**config.mk**
```make
export PLATFORM = sky130hd
export DESIGN_NAME = fft_bitrev_reorder
export DESIGN_NICKNAME = d
export VERILOG_FILES = /design/src/rtl/fft_pkg.sv /design/src/rtl/reorder_ram.sv /design/src/rtl/fft_bitrev_reorder.sv
export SDC_FILE = /design/constraint.sdc
export NUM_CORES = 2
export LEC_CHECK = 0
export BUFFER_PORTS_ARGS = -buffer_cell sky130_fd_sc_hd__buf_2
export CORE_UTILIZATION = 35
export CTS_BUF_LIST = sky130_fd_sc_hd__clkbuf_4 sky130_fd_sc_hd__clkbuf_8
export DETAILED_ROUTE_END_ITERATION = 10
export HOLD_SLACK_MARGIN = 0.1
export SLEW_MARGIN = 0
export SYNTH_ARGS = -nofsm -noshare
export SYNTH_HDL_FRONTEND = slang
export SYNTH_HIERARCHICAL = 1
export SYNTH_SLANG_ARGS = --single-unit
```
**constraint.sdc**
```tcl
create_clock -name clk -period 3.85 [get_ports clk]
set_input_delay 0.77 -clock clk [delete_from_list [all_inputs] [get_ports clk]]
set_output_delay 0.77 -clock clk [all_outputs]
set_load 0.02 [all_outputs]
```
**src/rtl/fft_pkg.sv**
```systemverilog
// Shared definitions for the radix-2^2 FFT pipeline: sizing helper, bit reversal
// and the complex sample layout.
package fft_pkg;

  localparam int unsigned DefaultN     = 64;
  localparam int unsigned DefaultWidth = 8;
  localparam int unsigned LOGN         = $clog2(DefaultN);

  typedef struct packed {
    logic [DefaultWidth-1:0] re;
    logic [DefaultWidth-1:0] im;
  } cplx_t;

  function automatic int unsigned logn(input int unsigned n);
    return $clog2(n);
  endfunction

  // Reverses the low nbits of value; upper bits of the result are zero.
  function automatic logic [31:0] bitrev(input logic [31:0] value, input int unsigned nbits);
    logic [31:0] r;
    r = '0;
    for (int i = 0; i < 32; i++) begin
      if (i < int'(nbits)) r[int'(nbits) - 1 - i] = value[i];
    end
    return r;
  endfunction

endpackage

```
**src/rtl/reorder_ram.sv**
```systemverilog
// Simple dual-port RAM: one write port, one read port with a registered read.
// The read register only updates on a read, so it holds between reads.
module reorder_ram #(
  parameter int unsigned DEPTH = 128,
  parameter int unsigned DW    = 16
) (
  input  logic                     clk_i,
  input  logic                     we_i,
  input  logic [$clog2(DEPTH)-1:0] waddr_i,
  input  logic [DW-1:0]            wdata_i,
  input  logic                     re_i,
  input  logic [$clog2(DEPTH)-1:0] raddr_i,
  output logic [DW-1:0]            rdata_o
);

  logic [DW-1:0] mem_q [DEPTH];
  logic [DW-1:0] rdata_q;

  always_ff @(posedge clk_i) begin
    if (we_i) mem_q[waddr_i] <= wdata_i;
    if (re_i) rdata_q <= mem_q[raddr_i];
  end

  assign rdata_o = rdata_q;

endmodule

```
**src/rtl/fft_bitrev_reorder.sv**
```systemverilog
// Ping-pong reorder buffer: captures bit-reversed frames into one bank while the
// previous frame streams out of the other bank in natural order.
module fft_bitrev_reorder
  import fft_pkg::*;
#(
  parameter int unsigned N     = 64,
  parameter int unsigned WIDTH = 8
) (
  input  logic             clk,
  input  logic             rst_n,
  input  logic             enable_in,
  input  logic [WIDTH-1:0] in_re,
  input  logic [WIDTH-1:0] in_im,
  output logic             enable_out,
  output logic [WIDTH-1:0] out_re,
  output logic [WIDTH-1:0] out_im
);

  localparam int unsigned LogN = logn(N);

  typedef struct packed {
    logic [WIDTH-1:0] re;
    logic [WIDTH-1:0] im;
  } sample_t;

  // Input capture stage; together with the RAM read register it gives N+1 latency.
  logic            in_vld_q;
  sample_t         in_q;
  logic [LogN-1:0] wr_cnt_q, wr_cnt_d;
  logic            wr_bank_q, wr_bank_d;
  logic [LogN-1:0] rd_cnt_q, rd_cnt_d;
  logic            rd_active_q, rd_active_d;
  logic            enable_out_q;
  logic            have_data_q;
  logic            wr_last;
  logic            rd_last;
  logic [LogN-1:0] wr_cnt_rev;
  logic [LogN:0]   wr_addr;
  logic [LogN:0]   rd_addr;
  sample_t         rd_data;

  always_comb begin
    wr_last     = in_vld_q && (wr_cnt_q == LogN'(N - 1));
    rd_last     = rd_active_q && (rd_cnt_q == LogN'(N - 1));
    // A gap in enable_in throws away any partial frame.
    wr_cnt_d    = in_vld_q ? wr_cnt_q + LogN'(1) : '0;
    wr_bank_d   = wr_bank_q ^ wr_last;
    rd_cnt_d    = rd_cnt_q;
    rd_active_d = rd_active_q;
    if (wr_last) begin
      rd_active_d = 1'b1;
      rd_cnt_d    = '0;
    end else if (rd_active_q) begin
      rd_cnt_d    = rd_cnt_q + LogN'(1);
      rd_active_d = !rd_last;
    end
    wr_cnt_rev = LogN'(bitrev(32'(wr_cnt_q), LogN));
    wr_addr    = {wr_bank_q, wr_cnt_rev};
    rd_addr    = {~wr_bank_q, rd_cnt_q};
  end

  always_ff @(posedge clk) begin
    if (!rst_n) begin
      in_vld_q     <= 1'b0;
      in_q         <= '0;
      wr_cnt_q     <= '0;
      wr_bank_q    <= 1'b0;
      rd_cnt_q     <= '0;
      rd_active_q  <= 1'b0;
      enable_out_q <= 1'b0;
      have_data_q  <= 1'b0;
    end else begin
      in_vld_q     <= enable_in;
      in_q         <= '{re: in_re, im: in_im};
      wr_cnt_q     <= wr_cnt_d;
      wr_bank_q    <= wr_bank_d;
      rd_cnt_q     <= rd_cnt_d;
      rd_active_q  <= rd_active_d;
      enable_out_q <= rd_active_q;
      have_data_q  <= have_data_q | rd_active_q;
    end
  end

  reorder_ram #(
    .DEPTH(2 * N),
    .DW   (2 * WIDTH)
  ) u_ram (
    .clk_i  (clk),
    .we_i   (in_vld_q),
    .waddr_i(wr_addr),
    .wdata_i(in_q),
    .re_i   (rd_active_q),
    .raddr_i(rd_addr),
    .rdata_o(rd_data)
  );

  // The RAM read register is not reset, so outputs read as zero until a frame is read.
  assign enable_out = enable_out_q;
  assign out_re     = have_data_q ? rd_data.re : '0;
  assign out_im     = have_data_q ? rd_data.im : '0;

endmodule

```
* Word level (Yosys, flattened, before mapping)
Memories as Yosys holds them, arrays and structs flattened. A register that Yosys moved wholly into a read port is not among the register bits.
Cells that the tools add are included.
** Word-level totals
- Output and inout bits :: 17
- Bits of input ports :: 19
- Word-level logic and storage cells :: 29
- Bits in writable memories :: 2048
- Register bits :: 33
- Memories :: 1
** Memory list
- u_ram.mem_q :: depth 128, width 16, read ports 1, clocked after memory_dff 1, wr ports 1, RTL line reorder_ram.sv:16 : logic [DW-1:0] mem_q [DEPTH];
** Cells by class
- Mux-type cells :: 6
- Equal/unequal tests :: 2
- Bitwise gates (word level) :: 4
- Reduce and logical (&&, ||, !) cells :: 5
- Add/sub/neg operators :: 2
** Operators with widths (count)
- two-way mux 8 bit :: 2
- adder 6 x 1 -> 6 bit, second input constant :: 2
- == test 6 bit, second input constant :: 2
- two-way mux 1 bit :: 4
- logical AND 1 bit :: 2
- inverter 1 bit :: 2
- AND reduction 2 bit :: 1
- OR reduction 2 bit :: 1
- zero test 1 bit :: 1
- bitwise OR 1 bit :: 1
- bitwise XOR 1 bit :: 1

* Longest topological paths before layout
- Word-level depth :: 5
- Depth in mapped cells :: 7
- Gate-level depth less buffers :: 4

* By module
Netlist, hierarchy kept.
** Modules (own cells, without submodules)
- reorder_ram :: area each 78683.0 um2, instances 1, sequential area each 61979.4 um2, cells each 3086
- fft_bitrev_reorder :: area each 1177.4 um2, instances 1, sequential area each 660.6 um2, cells each 117

* Least setup slack after synthesis
Ideal clock, no wire load.
- Path type :: reg2reg
- From :: register rd_cnt_q[0]
- To :: register u_ram.rdata_q[0] (netlist: u_ram/rdata_o[0]) (read register of u_ram.mem_q), data pin
- Data required time :: 3590 ps
- Clock period less this slack :: 3042 ps
- Path buffers :: 2
- Cell stages (with the launch flop) :: 7
- Data arrival time :: 2782 ps
- Setup time :: 260 ps
- Setup slack :: 808 ps
- Path through :: dfxtp_1 buf_2 buf_1 mux4_2 mux4_2 mux4_2 mux2_2
** RTL lines
- start, declared :: RTL line fft_bitrev_reorder.sv:31 : logic [LogN-1:0] rd_cnt_q, rd_cnt_d;
- start signal, assigned :: RTL line fft_bitrev_reorder.sv:77 : rd_cnt_q <= rd_cnt_d;
- end, declared :: RTL line reorder_ram.sv:17 : logic [DW-1:0] rdata_q;

==> impl_results.rst <==
.. list-table::
   :header-rows: 1

   * - Metric
     - Value
   * - CTS HTree Levels
     - 5
   * - Initial standard-cell utilization of the core
     - 35.4%
   * - Count of buffers from port buffering
     - 35
   * - Pwr Density
     - ~480 nW/um^2
   * - Worst vdd rail ir drop
     - between 0.0003 and 0.0004 V
   * - Fraction of layout instances using a drive strength above 1
     - 38.5%
   * - First drt pass iteration count
     - 5
   * - Transition at the pin with the smallest max-transition slack
     - 1.21 ns
   * - Sequential cell area in the final layout
     - approximately 63000 sq um
   * - Sequential share of the synthesized area
     - ~80%
   * - All-layer global routing usage
     - about 17%
   * - Arrival time of data at the critical path endpoint
     - approximately 4.2 ns
   * - Clock Latency Late Sink
     - roughly 1.1 ns
   * - Type of the worst setup path
     - reg -> reg
   * - Number of pins exceeding their max-slew limit in the final report
     - 0
   * - Num Clock Sinks
     - around 2100
   * - Number of placed cells counting well taps
     - ~6300
   * - Unrepaired setup endpoints after global routing
     - false
   * - Fill cell instance count of the final layout
     - 19400
   * - Row Count
     - between 150 and 200
   * - Synth Instances
     - roughly 3200
   * - ANT nets after route
     - 0
   * - Count of endpoints failing hold in the final timing report
     - 0
   * - Die X-Extent
     - between 400 and 500 um
   * - Final Non-Filler Cells
     - slightly below 7000
   * - Detailed router's first-iteration violation count
     - ~3900
   * - Nets
     - between 3000 and 4000
   * - Number of buffers on the longest clock path
     - 4
   * - Total routed wirelength
     - approximately 190 mm
   * - TritonCTS Buffers
     - 343
   * - Most numerous cell in the Yosys netlist
     - sky130_fd_sc_hd__edfxtp_1
   * - Clock transition at path regs
     - roughly 0.060 ns
   * - Status
     - finished, final reports clean
   * - Synthesis-stage register bit count
     - between 2000 and 2500
   * - Mean number of vias per cell
     - about 5.3
   * - Initial antenna violation count
     - 10
   * - Type of origin of the critical path
     - flop
   * - Routability cong.
     - approximately 0.8
   * - P&R area growth vs syn
     - 15.2%
   * - Proportion of netlist area held by the largest area contributor
     - a little under 80%
   * - Maximum capacitance violations
     - 0
   * - Vias in the first global route
     - around 38000
   * - Most area-hungry cell type in the Yosys netlist
     - sky130_fd_sc_hd__edfxtp_1
   * - Top post-synthesis cells by count
     - sky130_fd_sc_hd__edfxtp_1 (2064), sky130_fd_sc_hd__mux4_2 (672), sky130_fd_sc_hd__nor2_1 (132)
   * - Critical path data required time
     - roughly 4.6 ns
   * - Count of vias placed by the detailed router
     - 36800
   * - Per-instance average area after synthesis
     - roughly 25 sq um
   * - Fin crit period
     - 3.44 ns
   * - Overall power of the completed layout
     - ~44 mW
   * - Fraction of synthesis flops using an asynchronous set or reset pin
     - 0%
   * - Class of the tightest hold or removal check
     - in -> reg
   * - FMAX
     - 291 MHz
   * - Top-level port count
     - 36
   * - Detailed placement HPWL
     - between 100 and 150 mm
   * - Max Fanout on Critical Path
     - 45
   * - Critical path endpoint category
     - flop
   * - Count of flip-flops with a built-in enable after synthesis
     - 2064
   * - Pin count of the biggest net entering global routing
     - 110
   * - Number of setup violations in the final report
     - 0
   * - Routed wirelength normalized by instance count
     - roughly 28 um
   * - Remaining DRCs
     - 0
   * - CTS tree
     - done
   * - Die area
     - between 200000 and 250000 sq um
   * - Share of the clock period used by the worst path
     - 89.3%
   * - Area occupied by multi-input gates
     - about 17000 sq um
   * - Relative slew margins
     - about a fifth
   * - Synthesis Warnings
     - 6
   * - Nets in the synthesized netlist
     - about 3200
   * - Floorplan core area
     - about 230000 sq um
   * - Fin Clk Skew
     - between 0.1 and 0.15 ns
   * - Number of buffers inserted to repair setup after CTS
     - 0
   * - Most common flop cell mapped by yosys
     - sky130_fd_sc_hd__edfxtp_1
   * - Global route overflow
     - 0
   * - Die boundary height
     - between 400 and 500 um
   * - Netlist Area Pre-Place
     - approximately 80000 sq um
   * - Dominant cells by area after synthesis
     - sky130_fd_sc_hd__edfxtp_1 (78%), sky130_fd_sc_hd__mux4_2 (19%), sky130_fd_sc_hd__dfxtp_1 (0.83%)
   * - Synth cell types
     - 31
   * - Global-route wire length before repair
     - 278 mm
   * - Lkg Pwr
     - roughly 25 nW
   * - CTS Root Cell
     - sky130_fd_sc_hd__clkbuf_8
   * - Sum of negative setup slack
     - 0 ns
-- metal layers --
layer  up-vias  track usage [%]  wire length, um
li1      14800                -                -
met1     20200             22.8            79300
met2      1454             27.4            95500
met3       295             3.65            14300
met4         0             5.53             5310
met5         -                0                0
-- repair_timing --
item / CTS / global route
gates resized for setup: 0 / 0
endpoints found under the hold margin: 17 / 0
hold buffers: 17 / 0
-- placed cells by master, fill, tap and decap left out, drive strengths merged, types with 2 or more instances in the layout --
cell type	Yosys	routed
edfxtp	2064	2064
mux4	672	672
clkbuf	85	432
buf	83	260
clkinv	0	141
nor2	132	132
and2	35	35
dfxtp	33	33
nand2	20	20
dlygate4sd3	0	17
diode	0	16
nand3	16	16
mux2	16	16
clkinvlp	0	10
bufinv	0	9
nor3	9	9
nor2b	7	7
nand4	6	6
xor2	5	5
or3	3	3
o21ai	3	3
xnor2	2	2
mux2i	2	2
ha	2	2
nand2b	2	2
inv	1	2
a21oi	2	2
-- worst paths after layout --
| kind | startpoint | to | slack, ns | cells after the start |
|---|---|---|---|---|
| worst max register to register | rd_cnt_q[0]$_SDFFE_PP0P_ | u_ram/rdata_o[0]$_DFFE_PP_ | 0.41 | 6 |
| worst max-delay path | rd_cnt_q[0]$_SDFFE_PP0P_ | u_ram/rdata_o[0]$_DFFE_PP_ | 0.41 | 6 |
| worst min-delay path | rst_n | wr_bank_q$_SDFF_PN0_ | 0.34 | 3 |
| worst min register to register | rd_active_q$_SDFF_PN0_ | rd_cnt_q[0]$_SDFFE_PP0P_ | 0.54 | 2 |
-- flip-flops by register name, summed over array words and instances (netlist names), 6 cells and up --
| signal | count |
|---|---|
| wr_cnt_q | 6 |
| rd_cnt_q | 6 |
| u_ram/mem_q | 2048 |
| in_q | 16 |
| u_ram/rdata_o | 16 |
-- area by class of cell --
type                            count  area share [%]
Sequential cell                  2097            68.2
Multi-Input combinational cell    937            18.1
Clock buffer                      432            5.88
Tap cell                         2992            4.07
Timing Repair Buffer              277            2.74
Clock inverter                    161            1.03
Antenna cell                       16          0.0435
Inverter                            1         0.00408
-- cells by family (layout without fill, tap and decap cells) --
| group | after synthesis | after routing | synth area share (%) |
|---|---|---|---|
| multiplexers | 690 | 690 | 19.2 |
| AO/OA/AOI/OAI | 7 | 7 | 0.0564 |
| AND/OR/NAND/NOR | 231 | 231 | 1.30 |
| other | 0 | 16 | 0 |
| adder cells (fa/ha/maj) | 2 | 2 | 0.0313 |
| XOR/XNOR | 7 | 7 | 0.0768 |
| flip-flops | 2097 | 2097 | 78.4 |
| buffers and inverters | 169 | 871 | 0.895 |
-- metrics by stage --
stage          util, %  hold WS (ns)  area [sq um]  setup slack, ns
2_1_floorplan        -         0.470         79900            0.808
3_3_place_gp      37.8         0.543         85400            0.401
3_5_place_dp      37.8         0.535         85400            0.396
4_1_cts           40.7         0.255         92000            0.374
5_1_grt           40.7         0.325         92000            0.331
6_report          40.7         0.339         92000            0.411
-- report_power, final --
part / internal [mW] / total [mW] / switching (mW)
sequential: 25.1 / 25.3 / 0.198
clock: 9.79 / 18.4 / 8.58
combinational: 0.0641 / 0.284 / 0.220
total: 34.9 / 43.9 / 8.99
-- worst max-delay path, stage by stage, from the launching register on --
cell and delay, ns:
sky130_fd_sc_hd__dfxtp_4 0.56, sky130_fd_sc_hd__buf_12 0.19, sky130_fd_sc_hd__buf_12 0.32, sky130_fd_sc_hd__mux4_2 0.60, sky130_fd_sc_hd__mux4_2 0.55, sky130_fd_sc_hd__mux4_2 0.59, sky130_fd_sc_hd__mux2_2 0.31
(Power assumes the default switching activity.)
